## src/rtl/logic_op_arbiter_pkg.sv

```systemverilog
// Shared opcode constants and state encodings for the logic-op arbiter slice.
// Imported by the shared logic_op_unit and the logic_op_arbiter top level.
package logic_op_arbiter_pkg;

  localparam int OP_W = 2;

  typedef enum logic [OP_W-1:0] {
    OP_AND = 2'b00,
    OP_OR  = 2'b01,
    OP_XOR = 2'b10,
    OP_RSV = 2'b11
  } op_e;

  typedef enum logic {
    ST_EMPTY = 1'b0,
    ST_FULL  = 1'b1
  } occ_e;

endpackage

```

## src/rtl/logic_op_unit.sv

```systemverilog
// Combinational bitwise logic-op unit shared between the two requesters.
// XOR support is built only when LOGIC_ARB_XOR_EN is defined; otherwise opcode 10 is an error.
module logic_op_unit
  import logic_op_arbiter_pkg::*;
#(
  parameter int W = 8
) (
  input  logic [OP_W-1:0] op,
  input  logic [W-1:0]    a,
  input  logic [W-1:0]    b,
  output logic [W-1:0]    y,
  output logic            err
);

  // NOTE: every output gets a default before the case so no latch is inferred.
  always_comb begin
    y   = '0;
    err = 1'b0;
    case (op_e'(op))
      OP_AND: y = a & b;
      OP_OR:  y = a | b;
`ifdef LOGIC_ARB_XOR_EN
      OP_XOR: y = a ^ b;
`endif
      default: err = 1'b1;
    endcase
  end

endmodule

```

## src/rtl/logic_op_arbiter.sv

```systemverilog
// Round-robin arbiter sharing one logic_op_unit between two requesters, with a one-entry
// response register. Optional XOR opcode is enabled by defining LOGIC_ARB_XOR_EN.
module logic_op_arbiter
  import logic_op_arbiter_pkg::*;
#(
  parameter int W = 8
) (
  input  logic            clk,
  input  logic            rst,
  input  logic            req0_valid,
  output logic            req0_ready,
  input  logic [OP_W-1:0] req0_op,
  input  logic [W-1:0]    req0_a,
  input  logic [W-1:0]    req0_b,
  input  logic            req1_valid,
  output logic            req1_ready,
  input  logic [OP_W-1:0] req1_op,
  input  logic [W-1:0]    req1_a,
  input  logic [W-1:0]    req1_b,
  output logic            rsp_valid,
  input  logic            rsp_ready,
  output logic [W-1:0]    rsp_data,
  output logic            rsp_id,
  output logic            rsp_err
);

  occ_e            state_q, state_d;
  logic            last_q, last_d;
  logic [W-1:0]    data_q, data_d;
  logic            id_q, id_d;
  logic            err_q, err_d;

  logic            can_accept;
  logic            gnt0, gnt1;
  logic            accept;
  logic            grant_id;
  logic [OP_W-1:0] op_sel;
  logic [W-1:0]    a_sel, b_sel;
  logic [W-1:0]    unit_y;
  logic            unit_err;

  // Grants are one-hot and only ever go to a valid requester; on contention the
  // requester that did not win last time gets the slot.
  assign gnt0       = req0_valid & (~req1_valid | last_q);
  assign gnt1       = req1_valid & (~req0_valid | ~last_q);
  assign can_accept = (state_q == ST_EMPTY) | rsp_ready;
  assign accept     = can_accept & (gnt0 | gnt1);
  assign grant_id   = gnt1;

  assign req0_ready = can_accept & gnt0;
  assign req1_ready = can_accept & gnt1;

  assign op_sel = grant_id ? req1_op : req0_op;
  assign a_sel  = grant_id ? req1_a  : req0_a;
  assign b_sel  = grant_id ? req1_b  : req0_b;

  logic_op_unit #(.W(W)) u_op_unit (
    .op  (op_sel),
    .a   (a_sel),
    .b   (b_sel),
    .y   (unit_y),
    .err (unit_err)
  );

  always_comb begin
    state_d = state_q;
    last_d  = last_q;
    data_d  = data_q;
    id_d    = id_q;
    err_d   = err_q;
    case (state_q)
      ST_EMPTY: if (accept) state_d = ST_FULL;
      ST_FULL:  if (rsp_ready && !accept) state_d = ST_EMPTY;
      default:  state_d = ST_EMPTY;
    endcase
    if (accept) begin
      last_d = grant_id;
      data_d = unit_y;
      id_d   = grant_id;
      err_d  = unit_err;
    end
  end

  // NOTE: state uses non-blocking assignments so every register samples pre-edge values.
  // The response payload is reset too, so outputs read 0 straight out of reset.
  always_ff @(posedge clk or posedge rst) begin
    if (rst) begin
      state_q <= ST_EMPTY;
      last_q  <= 1'b1;
      data_q  <= '0;
      id_q    <= 1'b0;
      err_q   <= 1'b0;
    end else begin
      state_q <= state_d;
      last_q  <= last_d;
      data_q  <= data_d;
      id_q    <= id_d;
      err_q   <= err_d;
    end
  end

  assign rsp_valid = (state_q == ST_FULL);
  assign rsp_data  = data_q;
  assign rsp_id    = id_q;
  assign rsp_err   = err_q;

endmodule

```

## config.mk

```make
export PLATFORM = sky130hd
export DESIGN_NAME = logic_op_arbiter
export DESIGN_NICKNAME = d
export VERILOG_FILES = /design/src/rtl/logic_op_arbiter_pkg.sv /design/src/rtl/logic_op_unit.sv /design/src/rtl/logic_op_arbiter.sv
export SDC_FILE = /design/constraint.sdc
export NUM_CORES = 1
export LEC_CHECK = 0
export CORE_MARGIN = 4
export CORE_UTILIZATION = 38
export CTS_BUF_LIST = sky130_fd_sc_hd__clkbuf_16
export DETAILED_ROUTE_END_ITERATION = 10
export GPL_ROUTABILITY_DRIVEN = 0
export PLACE_DENSITY = 0.84
export SYNTH_ARGS = -nofsm -noshare
export SYNTH_HDL_FRONTEND = slang
export SYNTH_SLANG_ARGS = --single-unit
```

## constraint.sdc

```tcl
create_clock -name clk -period 3.6 [get_ports clk]
set_clock_uncertainty 0.2 [all_clocks]
set_input_delay 0.9 -clock clk [delete_from_list [all_inputs] [get_ports clk]]
set_output_delay 0.9 -clock clk [all_outputs]
set_load 0.05 [all_outputs]
```

After elaboration in Yosys (flattened, before gate mapping)
Index checks and enable logic that the tools add are counted.

Bitwise gates (word level): 15. Multiplexer cells: 8. Reduce and logical (&&, ||, !) cells: 4. Equality and inequality tests: 1.

Operators by type and width (count): two-way mux 8 bit (2); case mux 8 bit (2 select lines) (1); AND 8 bit (1); OR 8 bit (1); AND 1 bit (5); inverter 1 bit (4); OR 1 bit (4); two-way mux 1 bit (3); == test 2 x 1 -> 1 bit (second input constant) (1); zero test 2 bit (1); two-way mux 2 bit (1); case mux 1 bit (2 select lines) (1); OR reduction 2 bit (1); logical AND 1 bit (1); zero test 1 bit (1).

Output and inout port bits: 13. Input bits: 41. Register bits: 12. Word-level logic and storage cells: 33.

Depth between registers and ports, before layout
Gate-level depths: netlist (run 1).

Word-level depth: 9. Depth in mapped cells: 4. Mapped depth without buffers: 3.

Cells and area by module
Synthesis (run 1) repeated with hierarchy kept, for this count alone.

Cells, all modules: 82. Area total of the unflattened synthesis: 907.1 um^2.

By module, submodules not included: logic_op_arbiter (cells each 55, seq. area each 301.5 um^2, area each 762.0 um^2, times used 1); logic_op_unit (cells each 27, seq. area each 0.0 um^2, area each 145.1 um^2, times used 1).

Worst setup path before layout (run 1)
OpenSTA, ideal clock, no wires.

Path kind: input to output. Start: input port req1_valid. End: output port req1_ready. Required time: 2.500 ns. Data arrival time: 1.717 ns. Cell stages on the path: 3. Path buffers: 1. Setup slack: 0.783 ns. Cells stage by stage: a21boi_4 buf_4 and2_1.

Longest elaborated chain between the ends: 2.

Ends and longest elaborated chain: start, declared (RTL line logic_op_arbiter.sv:15) `input logic req1_valid,`; AND 1 bit (RTL line logic_op_arbiter.sv:45) `assign gnt1 = req1_valid & (~req0_valid | ~last_q);`; AND 1 bit (RTL line logic_op_arbiter.sv:51) `assign req1_ready = can_accept & gnt1;`; end, declared (RTL line logic_op_arbiter.sv:16) `output logic req1_ready,`.

Every way passes these cells.

Worst setup path after layout (run 1)
Ends and elaborated chain as after synthesis.

==> flow_summary.yaml, run 1 <==
yosys:
  ys_types: 20
  netlist_instances: 86
  ys_ff_latch: 12
  synth.most_common_cell: "o21ai_0"
  syn_avg_cell_area_um2: 9.65
  synth-seq-area-share_pct: 36.3
  synth_edf_count: 0
  synth.cell_area_um2: 830
  synth_ff_type: "dfrtp_1"
  synth_top_area_share_pct: 33.2
  syn-num-nets: 127
  yosys.area.top_type: "dfrtp_1"
  synthTopCellsByCount: "o21ai_0 (16), dfrtp_1 (11), nor2_1 (10), and3_1 (9), nand2_1 (9)"
  synthArstFlopShare_pct: 100
  synthTopCellsByArea: "dfrtp_1 (33%), o41ai_2 (16%), maj3_1 (9.7%), o21ai_0 (9.7%), and3_1 (6.8%)"
  yosys_warnings: 0
global_route:
  grt_pass1_wl_um: 4100
  grt_max_degree: 18
  grt-ovfl-total: 0
  grt_usage_pct: 19.4
  antenna_found_initial: 0
  grt_pass1_vias: 913
setup_path:
  rr_worst_depth: 4
  critPathArrivalTime_ns: 2.06
  crit_path_start_kind: "primary input"
  r2r-end: "rsp_data[2]$_DFFE_PP0P_"
  rrSetupSlack_ns: 1.72
  required_ns: 2.50
  timing.rr.start: "last_q$_DFFE_PP1P_"
  path_max_fanout: 6
  setup.worst_path.end_class: "primary output"
  critPathKind: "in2out"
min_path:
  whs_path_depth: 1
  min_to: "rsp_err$_DFFE_PP0P_"
  hp-class: "reg2reg"
  min_from: "rsp_err$_DFFE_PP0P_"
final_layout:
  fin_cells: 169
  antenna_cells: 0
  nets: 184
  syn_to_final_growth_pct: 79.5
  seqCellArea_um2: 302
  multi_input_area_um2: 513
  fillers: 153
  drive_above_1_share_pct: 13.4
  design_area_um2: 1490
detailed_routing:
  drc: 0
  vias: 890
  drt.antenna.violating_nets: 0
  viasPerCell: 5.27
  first_iter_violations: 4
  dr.pass1.iters: 4
  wl_per_cell_um: 15.7
  wl_um: 2660
timing:
  final.setup.tns_ns: 0
  fin_crit_ns: 3.16
  fmax_mhz: 317
  maxSlewViolCount: 0
  worst_pin_slew_ns: 0.617
  rsz0062_at_grt: "false"
  max_slew_margin_pct: 58.8
  setup_viol: 0
  hold_violations: 0
  final.period_utilization_pct: 87.7
power:
  ir_worst_vdd_v: 0.000275
  switching_share_pct: 33.4
  p_sw_uw: 211
  power.internal_uw: 422
  totalPowerFinal_uw: 633
  clockPowerShare_pct: 31.1
  powerDensity_nw_per_um2: 425
  seqPwrFrac_pct: 27.2
  power_frac_comb_pct: 41.6
  p_leak_uw: 0.000624
run_status:
  status: "finished, final reports clean"
clocking:
  cts_buffer_depth: 2
  cts_num_sinks: 12
  cts_buffers: 3
  htree_levels: 1
  insertion_delay_ns: 0.23
  cts_hold_buf: 0
  cts-root-buf: "clkbuf_16"
  tritoncts: "done"
  path_clk_slew_ns: 0.04
  cts_setup_buffers: 0
  post_cts_resized: 0
floorplan:
  core_um2: 2020
  die_h_um: 54.7
  initial_utilization_pct: 41.0
  die-area_um2: 2990
  num_rows: 16
  io-pin-count: 54
  die_w_um: 54.7
job:
  drv_cap: 0
placed_design:
  port_buffers: 53
  dp_hpwl_um: 2060
  placed_area_um2: 1410
  dp_cells: 165
==> per-layer routing <==
layer	share of wire [%]	up-vias	routed length [µm]	global-route usage (%)
met3	5.9	4	156	3.54
met1	42	412	1130	23.0
met4	0.56	0	15	4.98
li1	-	440	-	-
met5	0	-	0	0
met2	51	34	1360	35.2
==> sequential cells by signal, summed over array words and instances (netlist names) <==
register   flops
rsp_err        1
rsp_id         1
rsp_valid      1
last_q         1
rsp_data       8
==> cells by family after synthesis <==
logic type / share of synthesized area [%]
multiplexers: 3.17
buffers and inverters: 1.81
AO/OA/AOI/OAI: 30.6
flip-flops: 36.4
AND/OR/NAND/NOR: 18.4
adder cells (fa/ha/maj): 9.65
==> power groups by stage <==
| stage | registers, µW | logic (µW) | clock network, µW |
|---|---|---|---|
| floorplan | 242 | 80.6 | 0 |
| global placement | 173 | 258 | 0 |
| detailed placement | 174 | 263 | 0 |
| CTS | 172 | 265 | 202 |
| global route | 174 | 279 | 213 |
| finish | 172 | 263 | 197 |
==> how the worst max path moves through the flow <==
| stage | start | endpoint | cells past startpoint |
|---|---|---|---|
| floorplan | req1_valid | req1_ready | 3 |
| global placement | rsp_ready | req0_ready | 4 |
| detailed placement | req1_valid | req1_ready | 4 |
| CTS | req1_valid | req1_ready | 4 |
| global route | req1_valid | req1_ready | 4 |
| finish | req1_valid | req1_ready | 4 |
==> through the flow <==
stage / utilization, % / hold WS, ns / setup WS (ns)
after floorplan: - / 0.327 / 0.783
after global placement: 69.7 / 0.297 / 0.508
after detailed placement: 69.7 / 0.303 / 0.454
after CTS: 73.6 / 0.318 / 0.440
after global routing: 73.6 / 0.331 / 0.386
final: 73.6 / 0.313 / 0.444
==> critical path, stage by stage <==
cell and delay, ns:
clkdlybuf4s50_1 0.61, a21boi_4 0.22, and2_1 0.18, buf_12 0.14
==> layout make-up <==
class,count,area share (%)
timing repair buffer,54,37.5
multi-input combinational,71,34.5
sequential,12,20.3
clock buffer,3,5.04
tap,27,2.27
clock inverter,1,0.252
inverter,1,0.252
==> cells in the final DEF, fill, tap and decap left out <==
| cell type | Yosys | layout |
|---|---|---|
| a21oi_1 | 2 | 2 |
| nor2_1 | 10 | 10 |
| clkinv_1 | 0 | 1 |
| dfstp_2 | 1 | 1 |
| mux2_2 | 1 | 1 |
| clkdlybuf4s50_1 | 0 | 51 |
| dfrtp_1 | 11 | 11 |
| buf_4 | 1 | 1 |
| clkbuf_16 | 0 | 3 |
| nand2b_1 | 2 | 2 |
| mux2_4 | 1 | 1 |
| nand2_1 | 9 | 9 |
| and3_1 | 9 | 9 |
| maj3_1 | 8 | 8 |
| a21boi_4 | 1 | 1 |
| buf_12 | 0 | 2 |
| a31oi_1 | 1 | 1 |
| o21ai_0 | 16 | 16 |
| inv_1 | 1 | 1 |
| nor2b_1 | 1 | 1 |
| o21ai_2 | 1 | 1 |
| o41ai_2 | 8 | 8 |
| and2_1 | 1 | 1 |
Power figures use the tool's default switching activity.
==> run 2, diff against run 1 <==
--- a/config.mk
+++ b/config.mk
@@ -11,6 +11,7 @@
 export DETAILED_ROUTE_END_ITERATION = 10
 export GPL_ROUTABILITY_DRIVEN = 0
 export PLACE_DENSITY = 0.84
+export SLEW_MARGIN = 10
 export SYNTH_ARGS = -nofsm -noshare
 export SYNTH_HDL_FRONTEND = slang
 export SYNTH_SLANG_ARGS = --single-unit
==> results of run 2 <==
Same layout as run 1: the final DEF is identical, and so are final timing and power.
